### src/rtl/imem_if.sv
// Instruction-memory request/acknowledge port between the fetch stage and memory.
interface imem_if;
   logic        imem_req;
   logic [31:0] imem_addr;
   logic        imem_ack;
   logic [31:0] imem_rdata;

   modport master (output imem_req, output imem_addr, input imem_ack, input imem_rdata);
   modport slave  (input imem_req, input imem_addr, output imem_ack, output imem_rdata);
endinterface

### src/rtl/if_stage.sv
// Instruction fetch: PC ownership, multi-cycle imem handshake, branch redirect,
// hazard freeze and the IF/ID pipeline register.
module if_stage #(
   parameter logic [31:0] RESET_PC = 32'h0000_0000,
   parameter int          PC_STEP  = 4
) (
   input  logic        clk,
   input  logic        rst,
   input  logic        freeze,
   input  logic        branch_taken,
   input  logic [31:0] branch_address,
   imem_if.master      imem,
   output logic [31:0] PC_out,
   output logic [31:0] Instruction_out,
   output logic        valid_out
);

   localparam logic [1:0] FETCH   = 2'd0;
   localparam logic [1:0] DISCARD = 2'd1;
   localparam logic [1:0] HOLD    = 2'd2;

   typedef struct packed {
      logic [31:0] pc;
      logic [31:0] instr;
      logic        valid;
   } ifid_t;

   localparam ifid_t BUBBLE = '{pc: 32'h0, instr: 32'h0, valid: 1'b0};

   logic [1:0]  state;
   logic [31:0] pc;
   logic [31:0] pend_pc;
   logic [31:0] hold_buf;
   logic [31:0] pc_next;
   ifid_t       ifid;

   assign pc_next        = pc + 32'(PC_STEP);
   // HOLD is the only state without an outstanding request; DISCARD keeps the
   // stale address on the bus until its ack, so pc is not moved until then.
   assign imem.imem_req  = (state != HOLD);
   assign imem.imem_addr = pc;

   assign PC_out          = ifid.pc;
   assign Instruction_out = ifid.instr;
   assign valid_out       = ifid.valid;

   always_ff @(posedge clk or posedge rst) begin
      if (rst) begin
         state    <= FETCH;
         pc       <= RESET_PC;
         pend_pc  <= 32'h0;
         hold_buf <= 32'h0;
         ifid     <= BUBBLE;
      end else begin
         case (state)
            FETCH: begin
               if (imem.imem_ack) begin
                  if (branch_taken) begin
                     pc   <= branch_address;
                     ifid <= BUBBLE;
                  end else if (freeze) begin
                     hold_buf <= imem.imem_rdata;
                     state    <= HOLD;
                  end else begin
                     ifid <= '{pc: pc_next, instr: imem.imem_rdata, valid: 1'b1};
                     pc   <= pc_next;
                  end
               end else if (branch_taken) begin
                  pend_pc <= branch_address;
                  ifid    <= BUBBLE;
                  state   <= DISCARD;
               end else if (!freeze) begin
                  ifid <= BUBBLE;
               end
            end
            DISCARD: begin
               ifid <= BUBBLE;
               if (branch_taken)
                  pend_pc <= branch_address;
               if (imem.imem_ack) begin
                  pc    <= branch_taken ? branch_address : pend_pc;
                  state <= FETCH;
               end
            end
            HOLD: begin
               if (branch_taken) begin
                  pc    <= branch_address;
                  ifid  <= BUBBLE;
                  state <= FETCH;
               end else if (!freeze) begin
                  ifid  <= '{pc: pc_next, instr: hold_buf, valid: 1'b1};
                  pc    <= pc_next;
                  state <= FETCH;
               end
            end
            default: state <= FETCH;
         endcase
      end
   end

endmodule

### src/flat_wrapper.sv
// flat-port wrapper written by rule: the top's interface ports become plain ports
module if_stage_flat 
#(
   parameter logic [31:0] RESET_PC = 32'h0000_0000,
   parameter int          PC_STEP  = 4
)
  (clk, rst, freeze, branch_taken, branch_address, PC_out, Instruction_out, valid_out, imem_imem_req, imem_imem_addr, imem_imem_ack, imem_imem_rdata);
  imem_if imem_i ();
  input  logic clk;
  input  logic rst;
  input  logic freeze;
  input  logic branch_taken;
  input  logic [31:0] branch_address;
  output logic [31:0] PC_out;
  output logic [31:0] Instruction_out;
  output logic valid_out;
  output wire logic [$bits(imem_i.imem_req)-1:0] imem_imem_req;
  output wire logic [$bits(imem_i.imem_addr)-1:0] imem_imem_addr;
  input wire logic [$bits(imem_i.imem_ack)-1:0] imem_imem_ack;
  input wire logic [$bits(imem_i.imem_rdata)-1:0] imem_imem_rdata;
  assign imem_imem_req = imem_i.imem_req;
  assign imem_imem_addr = imem_i.imem_addr;
  assign imem_i.imem_ack = imem_imem_ack;
  assign imem_i.imem_rdata = imem_imem_rdata;
  if_stage #(.RESET_PC(RESET_PC), .PC_STEP(PC_STEP)) u_core (.clk(clk), .rst(rst), .freeze(freeze), .branch_taken(branch_taken), .branch_address(branch_address), .imem(imem_i), .PC_out(PC_out), .Instruction_out(Instruction_out), .valid_out(valid_out));
endmodule
### config.mk
export PLATFORM = sky130hd
export DESIGN_NAME = if_stage_flat
export DESIGN_NICKNAME = d
export VERILOG_FILES = /design/src/rtl/imem_if.sv /design/src/rtl/if_stage.sv /design/src/flat_wrapper.sv
export SDC_FILE = /design/constraint.sdc
export NUM_CORES = 1
export LEC_CHECK = 0
export CAP_MARGIN = 40
export CORE_MARGIN = 2
export CORE_UTILIZATION = 47
export DETAILED_ROUTE_END_ITERATION = 16
export PLACE_DENSITY_LB_ADDON = 0.25
export SLEW_MARGIN = 20
export SYNTH_ARGS = -nofsm -noshare
export SYNTH_HDL_FRONTEND = slang
export SYNTH_SLANG_ARGS = --single-unit
### constraint.sdc
create_clock -name clk -period 4.6 [get_ports clk]
set_input_delay 0.46 -clock clk [delete_from_list [all_inputs] [get_ports clk]]
set_output_delay 0.46 -clock clk [all_outputs]
set_load 0.05 [all_outputs]
==> flow_metrics.py, run 1 <==
metrics = {
    "global_routing": {
        "track_usage": 0.2466,
        "grt_first_pass_wirelength_mm": 35.25,
        "globalRouteOverflowTotal": 0,
        "antenna_found_initial": 0,
        "grt_start_max_net_pins": 99,
        "grt_pass1_vias": 6566,
    },
    "cts": {
        "cts_tree": "done",
        "worst_skew_pair.late_latency_ps": 430,
        "cts_hold_buf": 0,
        "cts-buffers-inserted": 17,
        "tritoncts_num_sinks": 163,
        "cts-htree-levels": 4,
        "root_buffer": "sky130_fd_sc_hd__clkbuf_16",
        "post_cts_buffers": 0,
        "clk_pin_slew_ps": 70,
        "clock_path_buffers": 2,
        "cts_resized": 0,
    },
    "power_and_ir_drop": {
        "static_power_due_to_leakage_nw": 4.339,
        "internal_power_mw": 4.343,
        "switching_power_mw": 3.538,
        "clkPwrFrac": 0.190,
        "vdd.ir_drop.worst_mv": 0.4227,
        "pwr_density_cell_mw_per_mm2": 743.6,
        "switching_share": 0.4489,
        "pwr-share-seq": 0.335,
        "p_comb_frac": 0.475,
    },
    "setup_path": {
        "crit_path_max_fanout": 16,
        "worstSetupStartpointType": "flip-flop",
        "timing.rr.start": "u_core.imem.imem_addr[2]$_DFFE_PP0P_",
        "worst_ep_required_time_ps": 4940,
        "timing.reg2reg.worst_path_depth": 5,
        "worstSetupEndpointType": "flip-flop",
        "worst-setup-path-type": "reg -> reg",
        "crit_arrival_ps": 3200,
        "timing.reg2reg.setup_slack_ps": 1740,
        "r2r-end": "u_core.PC_out[28]$_DFFE_PP0P_",
    },
    "drt": {
        "drtAntennaViolNets": 0,
        "drtPass1Iterations": 5,
        "route.vias.total": 6896,
        "routed_vias_inst": 5.904,
        "postRouteWirelength_mm": 21.75,
        "final_routed_wire_length_divided_by_cell_count_um": 18.62,
        "post-route-drc-count": 0,
        "drtIter0Drc": 612,
    },
    "sta": {
        "setup_viol": 0,
        "finalHoldViolCount": 0,
        "worstMarginPinSlew_ps": 868.3,
        "report.final.slew_viol_count": 0,
        "fmax_mhz": 349.5,
        "max_slew_margin": 0.4163,
        "finalSetupTns_ps": 0,
        "layout_min_cycle_time_ps": 2861,
        "min_period_over_period": 0.6220,
        "clock_skew_ps": 8.822,
        "grt_setup_unrepaired": "false",
    },
    "floorplan": {
        "overall_die_width_um": 134.8,
        "core_sq_mm": 0.01664,
        "initial_core_utilization": 0.4829,
        "ioPinCount": 167,
        "die_h_um": 134.8,
        "die_area_sq_mm": 0.01816,
        "core.rowCount": 47,
    },
    "placement": {
        "routabilityCongestion": 0.8573,
        "dpl.hpwl_mm": 14.58,
        "port-buffer-count": 166,
        "place_inst": 1135,
    },
    "finish": {
        "final_net_count": 1009,
        "flow.area_growth_from_synthesis_pct": 31.89,
        "final.fill_count": 1390,
        "final_cell_count_no_fill": 1168,
        "diodes": 0,
        "drive_gt1_frac": 0.1371,
    },
    "yosys": {
        "async_flop_share": 1.000,
        "mean_instance_size_in_the_synthesized_netlist_sq_um": 10.11,
        "synth-edff-count": 0,
        "syn-instance-count": 795,
        "postSynthNetCount": 869,
        "yosysUniqueCellTypes": 58,
        "synth-warning-count": 0,
        "synthesis.area_sq_mm": 0.008036,
        "ys.flop_type": "sky130_fd_sc_hd__dfrtp_1",
        "synth.ff_latch_count": 163,
        "ys_seq_area_frac": 0.5076,
    },
    "run": {
        "timing.max_cap.violations": 0,
    },
    "run_status": {
        "outcome": "finished, final reports clean",
    },
    "worst_hold_path": {
        "hp-class": "in -> async",
    },
}
[through the flow]
step           setup WS (ps)  hold slack, ps  cell area [sq um]  power (mW)    util
6_report                1739           399.5              10600       7.882  0.6369
3_3_place_gp            1622           463.1               9873       6.267  0.5933
3_5_place_dp            1752           465.2               9946       6.389  0.5976
2_1_floorplan           2069           470.1               8040       5.102       -
5_1_grt                 1629           396.0              10600       8.312  0.6369
4_1_cts                 1779           479.8              10570       7.911  0.6352
[flip-flops by register name (all words and copies together), names as in the netlist]
signal and flops:
u_core.PC_out 32, u_core.imem.imem_addr 32, u_core.valid_out 1, u_core.state 2, u_core.Instruction_out 32, u_core.hold_buf 32, u_core.pend_pc 32
[synth_stat cells (3+ instances only)]
cell	instances	area, sq um
sky130_fd_sc_hd__nor3_1	13	65.06
sky130_fd_sc_hd__dfrtp_1	163	4079
sky130_fd_sc_hd__nor2_1	100	375.4
sky130_fd_sc_hd__inv_1	16	60.06
sky130_fd_sc_hd__nand3_1	23	115.1
sky130_fd_sc_hd__o211ai_1	22	165.2
sky130_fd_sc_hd__nand4b_1	5	43.79
sky130_fd_sc_hd__a211o_1	5	43.79
sky130_fd_sc_hd__clkbuf_1	45	168.9
sky130_fd_sc_hd__ha_1	5	62.56
sky130_fd_sc_hd__nand2_1	73	274.0
sky130_fd_sc_hd__o311ai_0	3	26.28
sky130_fd_sc_hd__o22ai_1	5	31.28
sky130_fd_sc_hd__a211oi_1	5	37.54
sky130_fd_sc_hd__buf_1	8	30.03
sky130_fd_sc_hd__mux2i_1	20	200.2
sky130_fd_sc_hd__xnor2_1	9	78.83
sky130_fd_sc_hd__or4_1	8	60.06
sky130_fd_sc_hd__and2_1	5	31.28
sky130_fd_sc_hd__or3_1	4	25.02
sky130_fd_sc_hd__a21oi_1	20	100.1
sky130_fd_sc_hd__mux2_2	55	619.3
sky130_fd_sc_hd__nor4_1	12	75.07
sky130_fd_sc_hd__o221a_2	3	33.78
sky130_fd_sc_hd__o21ai_0	37	185.2
sky130_fd_sc_hd__buf_2	11	55.05
sky130_fd_sc_hd__a22o_1	8	70.07
sky130_fd_sc_hd__nand2b_1	4	25.02
sky130_fd_sc_hd__or2_2	6	37.54
sky130_fd_sc_hd__o311ai_1	5	43.79
sky130_fd_sc_hd__o2bb2ai_1	6	52.55
sky130_fd_sc_hd__xor2_1	3	26.28
sky130_fd_sc_hd__nand4_1	22	137.6
sky130_fd_sc_hd__a221oi_1	35	306.5
[kinds of logic (layout without fill, tap and decap cells)]
kind of cell | count (synthesis) | in the layout | synth area share
compound gates | 170 | 170 | 0.1537
xor+xnor | 12 | 12 | 0.01308
fa+ha+maj | 5 | 5 | 0.007785
buf+inv | 80 | 233 | 0.03908
flops | 163 | 163 | 0.5076
mux | 76 | 76 | 0.1037
simple gates | 289 | 289 | 0.1751
[critical path, cell delays in order, from the launching register on]
cell and delay (ps):
sky130_fd_sc_hd__dfrtp_1 500, sky130_fd_sc_hd__ha_1 240, sky130_fd_sc_hd__nand3_1 410, sky130_fd_sc_hd__or4_1 940, sky130_fd_sc_hd__or3_1 490, sky130_fd_sc_hd__o211ai_1 180
[power by group through the flow]
stage               Combinational [mW]  Sequential, mW  Clock, mW
finish                            3.75            2.64       1.50
floorplan                         1.50            3.60          0
global placement                  3.65            2.61          0
global route                      4.00            2.72       1.59
CTS                               3.77            2.62       1.52
detailed placement                3.75            2.64          0
[routing by layer]
metal / vias up / wire (um) / global-route usage
met2: 281 / 10160 / 0.3773
met5: - / 0 / 0
met4: 0 / 437 / 0.07193
met3: 35 / 1629 / 0.06044
met1: 3381 / 9523 / 0.3504
li1: 3199 / - / -
[layout make-up]
| type | instances | area, sq um | area share |
|---|---|---|---|
| timing repair buffer | 185 | 1874 | 0.1768 |
| sequential | 163 | 4079 | 0.3848 |
| tap | 220 | 275.3 | 0.02597 |
| inverter | 16 | 63.81 | 0.006021 |
| clock buffer | 19 | 452.9 | 0.04273 |
| multi-input combinational | 552 | 3681 | 0.3473 |
| clock inverter | 13 | 172.7 | 0.01629 |
[worst max-delay path by stage]
stage                                         start                                    end  slack [ps]
6_report       u_core.imem.imem_addr[2]$_DFFE_PP0P_          u_core.PC_out[28]$_DFFE_PP0P_        1740
5_1_grt        u_core.imem.imem_addr[2]$_DFFE_PP0P_  u_core.imem.imem_addr[28]$_DFFE_PP0P_        1630
4_1_cts        u_core.imem.imem_addr[2]$_DFFE_PP0P_          u_core.PC_out[28]$_DFFE_PP0P_        1780
3_5_place_dp                          imem_imem_ack          u_core.PC_out[20]$_DFFE_PP0P_        1750
3_3_place_gp                          imem_imem_ack  u_core.imem.imem_addr[11]$_DFFE_PP0P_        1620
2_1_floorplan                                   rst  u_core.Instruction_out[0]$_DFFE_PP0P_        2070
[cells in the final DEF, fill, tap and decap left out, types with 17 or more instances in the layout]
master	instances
sky130_fd_sc_hd__o211ai_1	22
sky130_fd_sc_hd__o21ai_0	36
sky130_fd_sc_hd__nor2_1	99
sky130_fd_sc_hd__clkdlybuf4s50_1	165
sky130_fd_sc_hd__nand3_1	23
sky130_fd_sc_hd__nand2_1	73
sky130_fd_sc_hd__a221oi_1	35
sky130_fd_sc_hd__a21oi_1	20
sky130_fd_sc_hd__mux2_2	55
sky130_fd_sc_hd__mux2i_1	20
sky130_fd_sc_hd__dfrtp_1	163
sky130_fd_sc_hd__clkbuf_16	17
sky130_fd_sc_hd__nand4_1	22
(Power assumes the default switching activity.)
==> inputs of run 2 (changes only) <==
--- a/config.mk
+++ b/config.mk
@@ -7,7 +7,7 @@
 export LEC_CHECK = 0
 export CAP_MARGIN = 40
 export CORE_MARGIN = 2
-export CORE_UTILIZATION = 47
+export CORE_UTILIZATION = 52
 export DETAILED_ROUTE_END_ITERATION = 16
 export PLACE_DENSITY_LB_ADDON = 0.25
 export SLEW_MARGIN = 20
==> constraint.sdc (replaced) <==
create_clock -name clk -period 2.7 [get_ports clk]
set_input_delay 0.27 -clock clk [delete_from_list [all_inputs] [get_ports clk]]
set_output_delay 0.27 -clock clk [all_outputs]
set_load 0.05 [all_outputs]
==> run 2 against run 1 <==
Clock power increased by 63%; sequential share of layout area increased by 0.13 points; setup slack got worse by 1500 ps; critical endpoint is now imem_imem_req; largest power group unchanged; critical path depth decreased by 1; die area decreased by 9.3%; highest routed layer unchanged; critical path type is now reg -> out; sequential power increased by 69%; cell area decreased by 0.33%; utilization increased by 6.1 points.
==> flow_metrics.py, run 2 (synthesis results as in run 1) <==
metrics = {
    "run_status": {
        "outcome": "finished, final reports clean",
    },
    "finish": {
        "final.fill_count": 1175,
        "layout.cells.most_common_list": "sky130_fd_sc_hd__clkdlybuf4s50_1 (165), sky130_fd_sc_hd__dfrtp_1 (163), sky130_fd_sc_hd__nor2_1 (100)",
        "final_net_count": 1014,
        "finalCoreUtilization": 0.6975,
        "diodes": 0,
        "flow.area_growth_from_synthesis_pct": 31.45,
        "drive_gt1_frac": 0.1396,
        "mostFrequentLayoutCell": "sky130_fd_sc_hd__clkdlybuf4s50_1",
        "stdcell_area_sq_mm": 0.01056,
    },
    "setup_path": {
        "crit_arrival_ps": 2240,
        "worstSetupEndpointType": "primary output",
        "worstSetupStartpointType": "flip-flop",
        "worst-setup-path-type": "reg -> out",
        "worst_ep_required_time_ps": 2430,
        "crit_path_max_fanout": 7,
    },
    "drt": {
        "drtAntennaViolNets": 0,
        "post-route-drc-count": 0,
        "routed_vias_inst": 5.999,
        "final_routed_wire_length_divided_by_cell_count_um": 18.50,
        "route.vias.total": 6845,
        "drtIter0Drc": 668,
        "drtPass1Iterations": 6,
        "postRouteWirelength_mm": 21.10,
    },
    "sta": {
        "fmax_mhz": 398.3,
        "fin_worst_hold_slack_ps": 181.3,
        "worstMarginPinSlew_ps": 639.2,
        "finalHoldViolCount": 0,
        "setup_viol": 0,
        "grt_setup_unrepaired": "false",
        "clock_skew_ps": 7.627,
        "finalWorstSetupSlack_ps": 189.3,
        "max_slew_margin": 0.5699,
        "min_period_over_period": 0.9299,
        "finalSetupTns_ps": 0,
        "layout_min_cycle_time_ps": 2511,
        "report.final.slew_viol_count": 0,
    },
    "cts": {
        "worst_skew_pair.late_latency_ps": 430,
        "clk_pin_slew_ps": 60,
        "tritoncts_num_sinks": 163,
        "root_buffer": "sky130_fd_sc_hd__clkbuf_16",
        "clock_path_buffers": 2,
        "cts_resized": 0,
        "cts_tree": "done",
        "cts-buffers-inserted": 17,
        "cts-htree-levels": 4,
        "post_cts_buffers": 0,
        "cts_hold_buf": 0,
    },
    "power_and_ir_drop": {
        "static_power_due_to_leakage_nw": 4.345,
        "pwr_density_cell_mw_per_mm2": 1263,
        "vdd.ir_drop.worst_mv": 0.6109,
    },
    "global_routing": {
        "antenna_found_initial": 0,
        "track_usage": 0.2669,
        "globalRouteOverflowTotal": 0,
        "grt_start_max_net_pins": 98,
        "grt_first_pass_wirelength_mm": 34.79,
        "grt_pass1_vias": 6705,
    },
    "placement": {
        "dpl.hpwl_mm": 14.24,
        "port-buffer-count": 166,
        "preCtsSetupSlack_ps": 383.5,
        "dpl-instance-area_sq_mm": 0.009956,
        "routabilityCongestion": 0.8813,
    },
    "floorplan": {
        "core.rowCount": 45,
        "die_area_sq_mm": 0.01646,
        "core_sq_mm": 0.01515,
        "initial_core_utilization": 0.5306,
        "overall_die_width_um": 128.3,
        "ioPinCount": 167,
        "die_h_um": 128.3,
    },
    "worst_hold_path": {
        "hp-class": "in -> async",
    },
    "run": {
        "timing.max_cap.violations": 0,
    },
}
## run 2: cell type report
cell class | count | area (sq um) | share of cell area
clock buffer | 22 | 484.2 | 0.04584
clock inverter | 10 | 123.9 | 0.01173
inverter | 16 | 63.81 | 0.006040
multi-input combinational | 552 | 3679 | 0.3482
sequential | 163 | 4079 | 0.3861
tap | 188 | 235.2 | 0.02227
timing repair buffer | 190 | 1899 | 0.1798
## run 2: worst paths after layout
kind / to / slack (ps) / startpoint / cells past startpoint
worst max-delay path: imem_imem_req / 190 / u_core.state[0]$_DFFE_PP0P_ / 4
worst min-delay path: u_core.Instruction_out[4]$_DFFE_PP0P_ / 180 / rst / 2
worst max register to register: u_core.PC_out[26]$_DFFE_PP0P_ / 360 / u_core.state[0]$_DFFE_PP0P_ / 7
worst min register to register: u_core.PC_out[22]$_DFFE_PP0P_ / 480 / u_core.PC_out[22]$_DFFE_PP0P_ / 2
max in group asynchronous: u_core.PC_out[23]$_DFFE_PP0P_ / 1700 / rst / 3
min in group clk: u_core.PC_out[22]$_DFFE_PP0P_ / 480 / u_core.PC_out[22]$_DFFE_PP0P_ / 2
## run 2: metal layers
layer	global-route usage	wire length (um)	up-vias
met5	0	0	-
met4	0.08791	411	0
met3	0.06010	1460	40
met2	0.4309	10080	285
met1	0.3602	9153	3310
li1	-	-	3210
## run 2: power by group
group          total [mW]  switching (mW)  leakage (nW)  internal (mW)
logic                6.42            4.02          2.05           2.40
clock network        2.45           0.984         0.281           1.47
registers            4.46           0.963          2.01           3.50
total                13.3            5.97          4.34           7.37
## run 2: per-stage QoR
step,cells,power (mW)
6_report,1141,13.34
5_1_grt,1141,14.08
4_1_cts,1141,13.38
3_5_place_dp,1109,10.89
3_3_place_gp,1109,10.75
2_1_floorplan,795,8.692
## run 2: worst max-delay path, stage by stage (launching register included)
cell	delay, ps
sky130_fd_sc_hd__dfrtp_1	510
sky130_fd_sc_hd__inv_1	150
sky130_fd_sc_hd__ha_1	250
sky130_fd_sc_hd__inv_1	90
sky130_fd_sc_hd__clkdlybuf4s50_1	820
==> inputs of run 3 (changes only) <==
--- a/config.mk
+++ b/config.mk
@@ -10,7 +10,7 @@
 export CORE_UTILIZATION = 52
 export DETAILED_ROUTE_END_ITERATION = 16
 export PLACE_DENSITY_LB_ADDON = 0.25
-export SLEW_MARGIN = 20
+export SETUP_SLACK_MARGIN = 0.2
 export SYNTH_ARGS = -nofsm -noshare
 export SYNTH_HDL_FRONTEND = slang
 export SYNTH_SLANG_ARGS = --single-unit
==> run 3 against run 2 <==
Register-to-register slack about the same; die area unchanged; sequential share of layout area about the same; global-route usage unchanged; flip-flop and latch count unchanged; total power about the same; largest cell class unchanged; final cell count unchanged; combinational power about the same; sequential power about the same; critical path type is now reg -> reg.
==> flow_metrics.py, run 3 (synthesis results as in run 1) <==
metrics = {
    "sta": {
        "setup_viol": 0,
        "worstMarginPinSlew_ps": 639.3,
        "fin_worst_hold_slack_ps": 181.6,
        "max_slew_margin": 0.5699,
        "layout_min_cycle_time_ps": 2336,
        "report.final.slew_viol_count": 0,
        "finalHoldViolCount": 0,
        "clock_skew_ps": 7.609,
        "grt_setup_unrepaired": "false",
        "finalSetupTns_ps": 0,
        "fmax_mhz": 428.1,
        "min_period_over_period": 0.8652,
    },
    "placement": {
        "dpl-instance-area_sq_mm": 0.009956,
        "dpl.hpwl_mm": 14.24,
        "place_inst": 1109,
        "port-buffer-count": 166,
        "routabilityCongestion": 0.8813,
    },
    "finish": {
        "flow.area_growth_from_synthesis_pct": 31.45,
        "stdcell_area_sq_mm": 0.01056,
        "mostFrequentLayoutCell": "sky130_fd_sc_hd__clkdlybuf4s50_1",
        "final_net_count": 1014,
        "layout.cells.most_common_list": "sky130_fd_sc_hd__clkdlybuf4s50_1 (164), sky130_fd_sc_hd__dfrtp_1 (162), sky130_fd_sc_hd__nor2_1 (100)",
        "final_cell_count_no_fill": 1141,
        "diodes": 0,
        "final.fill_count": 1173,
        "finalCoreUtilization": 0.6975,
        "ff_latch_area_sq_mm": 0.004080,
        "drive_gt1_frac": 0.1406,
        "multiInputGateArea_sq_mm": 0.003679,
    },
    "drt": {
        "routed_vias_inst": 5.993,
        "drtAntennaViolNets": 0,
        "drtPass1Iterations": 7,
        "postRouteWirelength_mm": 21.09,
        "post-route-drc-count": 0,
        "drtIter0Drc": 668,
        "route.vias.total": 6838,
        "final_routed_wire_length_divided_by_cell_count_um": 18.48,
    },
    "run": {
        "timing.max_cap.violations": 0,
    },
    "worst_hold_path": {
        "hp-class": "in -> async",
    },
    "power_and_ir_drop": {
        "static_power_due_to_leakage_nw": 4.342,
        "vdd.ir_drop.worst_mv": 0.6106,
        "pwr_density_cell_mw_per_mm2": 1262,
    },
    "setup_path": {
        "timing.rr.start": "u_core.imem.imem_addr[2]$_DFFE_PP0P_",
        "worstSetupEndpointType": "flip-flop",
        "timing.reg2reg.worst_path_depth": 5,
        "timing.reg2reg.setup_slack_ps": 360,
        "worst_ep_required_time_ps": 3060,
        "crit_arrival_ps": 2690,
        "r2r-end": "u_core.imem.imem_addr[20]$_DFFE_PP0P_",
        "worst-setup-path-type": "reg -> reg",
        "crit_path_max_fanout": 16,
        "worstSetupStartpointType": "flip-flop",
    },
    "floorplan": {
        "core.rowCount": 45,
        "die_area_sq_mm": 0.01646,
        "ioPinCount": 167,
        "die_h_um": 128.3,
        "overall_die_width_um": 128.3,
        "core_sq_mm": 0.01515,
        "initial_core_utilization": 0.5306,
    },
    "cts": {
        "worst_skew_pair.late_latency_ps": 430,
        "root_buffer": "sky130_fd_sc_hd__clkbuf_16",
        "cts_tree": "done",
        "cts_hold_buf": 0,
        "clock_path_buffers": 2,
        "cts-buffers-inserted": 17,
        "clk_pin_slew_ps": 60,
        "tritoncts_num_sinks": 163,
        "cts-htree-levels": 4,
    },
    "global_routing": {
        "grt_pass1_vias": 6705,
        "track_usage": 0.2669,
        "globalRouteOverflowTotal": 0,
        "grt_first_pass_wirelength_mm": 34.79,
        "antenna_found_initial": 0,
        "grt_start_max_net_pins": 98,
    },
    "run_status": {
        "outcome": "finished, final reports clean",
    },
}
[run 3: what timing repair did]
action	in CTS	in global routing
setup buffers	0	0
endpoints found under the setup margin	1	1
resized for setup	1	1
[run 3: layout make-up]
class | instances | area share
well taps | 188 | 0.02227
multi-input cells | 552 | 0.3482
clock buffers | 22 | 0.04584
clock inverters | 10 | 0.01173
repair buffers | 190 | 0.1797
inverters | 16 | 0.006040
flip-flops and latches | 163 | 0.3862
[run 3: power breakdown]
part	switching, mW	internal [mW]
clock network	0.983	1.47
logic	4.02	2.40
registers	0.962	3.50
total	5.97	7.37
[run 3: routing by layer]
layer | vias to the layer above | GRT usage | wire, um
li1 | 3210 | - | -
met1 | 3304 | 0.3602 | 9148
met2 | 285 | 0.4309 | 10060
met3 | 39 | 0.06010 | 1471
met4 | 0 | 0.08791 | 412
met5 | - | 0 | 0
[run 3: per-stage QoR]
stage | setup slack (ps) | power (mW)
2_1_floorplan | 287.0 | 8.692
3_3_place_gp | 419.8 | 10.75
3_5_place_dp | 383.5 | 10.89
4_1_cts | 351.7 | 13.37
5_1_grt | 219.4 | 14.08
6_report | 363.9 | 13.33
[run 3: worst max path at each step]
stage / endpoint / startpoint / slack, ps
final: u_core.imem.imem_addr[20]$_DFFE_PP0P_ / u_core.imem.imem_addr[2]$_DFFE_PP0P_ / 360
after CTS: u_core.imem.imem_addr[20]$_DFFE_PP0P_ / u_core.imem.imem_addr[2]$_DFFE_PP0P_ / 350
after floorplan: u_core.PC_out[28]$_DFFE_PP0P_ / u_core.imem.imem_addr[2]$_DFFE_PP0P_ / 290
after global placement: u_core.imem.imem_addr[20]$_DFFE_PP0P_ / u_core.imem.imem_addr[2]$_DFFE_PP0P_ / 420
after detailed placement: u_core.imem.imem_addr[20]$_DFFE_PP0P_ / u_core.imem.imem_addr[2]$_DFFE_PP0P_ / 380
after global routing: u_core.imem.imem_addr[20]$_DFFE_PP0P_ / u_core.imem.imem_addr[2]$_DFFE_PP0P_ / 220
[run 3: critical path, stage by stage, from the launching register on]
cell	delay, ps
sky130_fd_sc_hd__dfrtp_1	470
sky130_fd_sc_hd__ha_1	220
sky130_fd_sc_hd__nand3_1	100
sky130_fd_sc_hd__or4_1	790
sky130_fd_sc_hd__or4b_1	590
sky130_fd_sc_hd__nand3_1	90
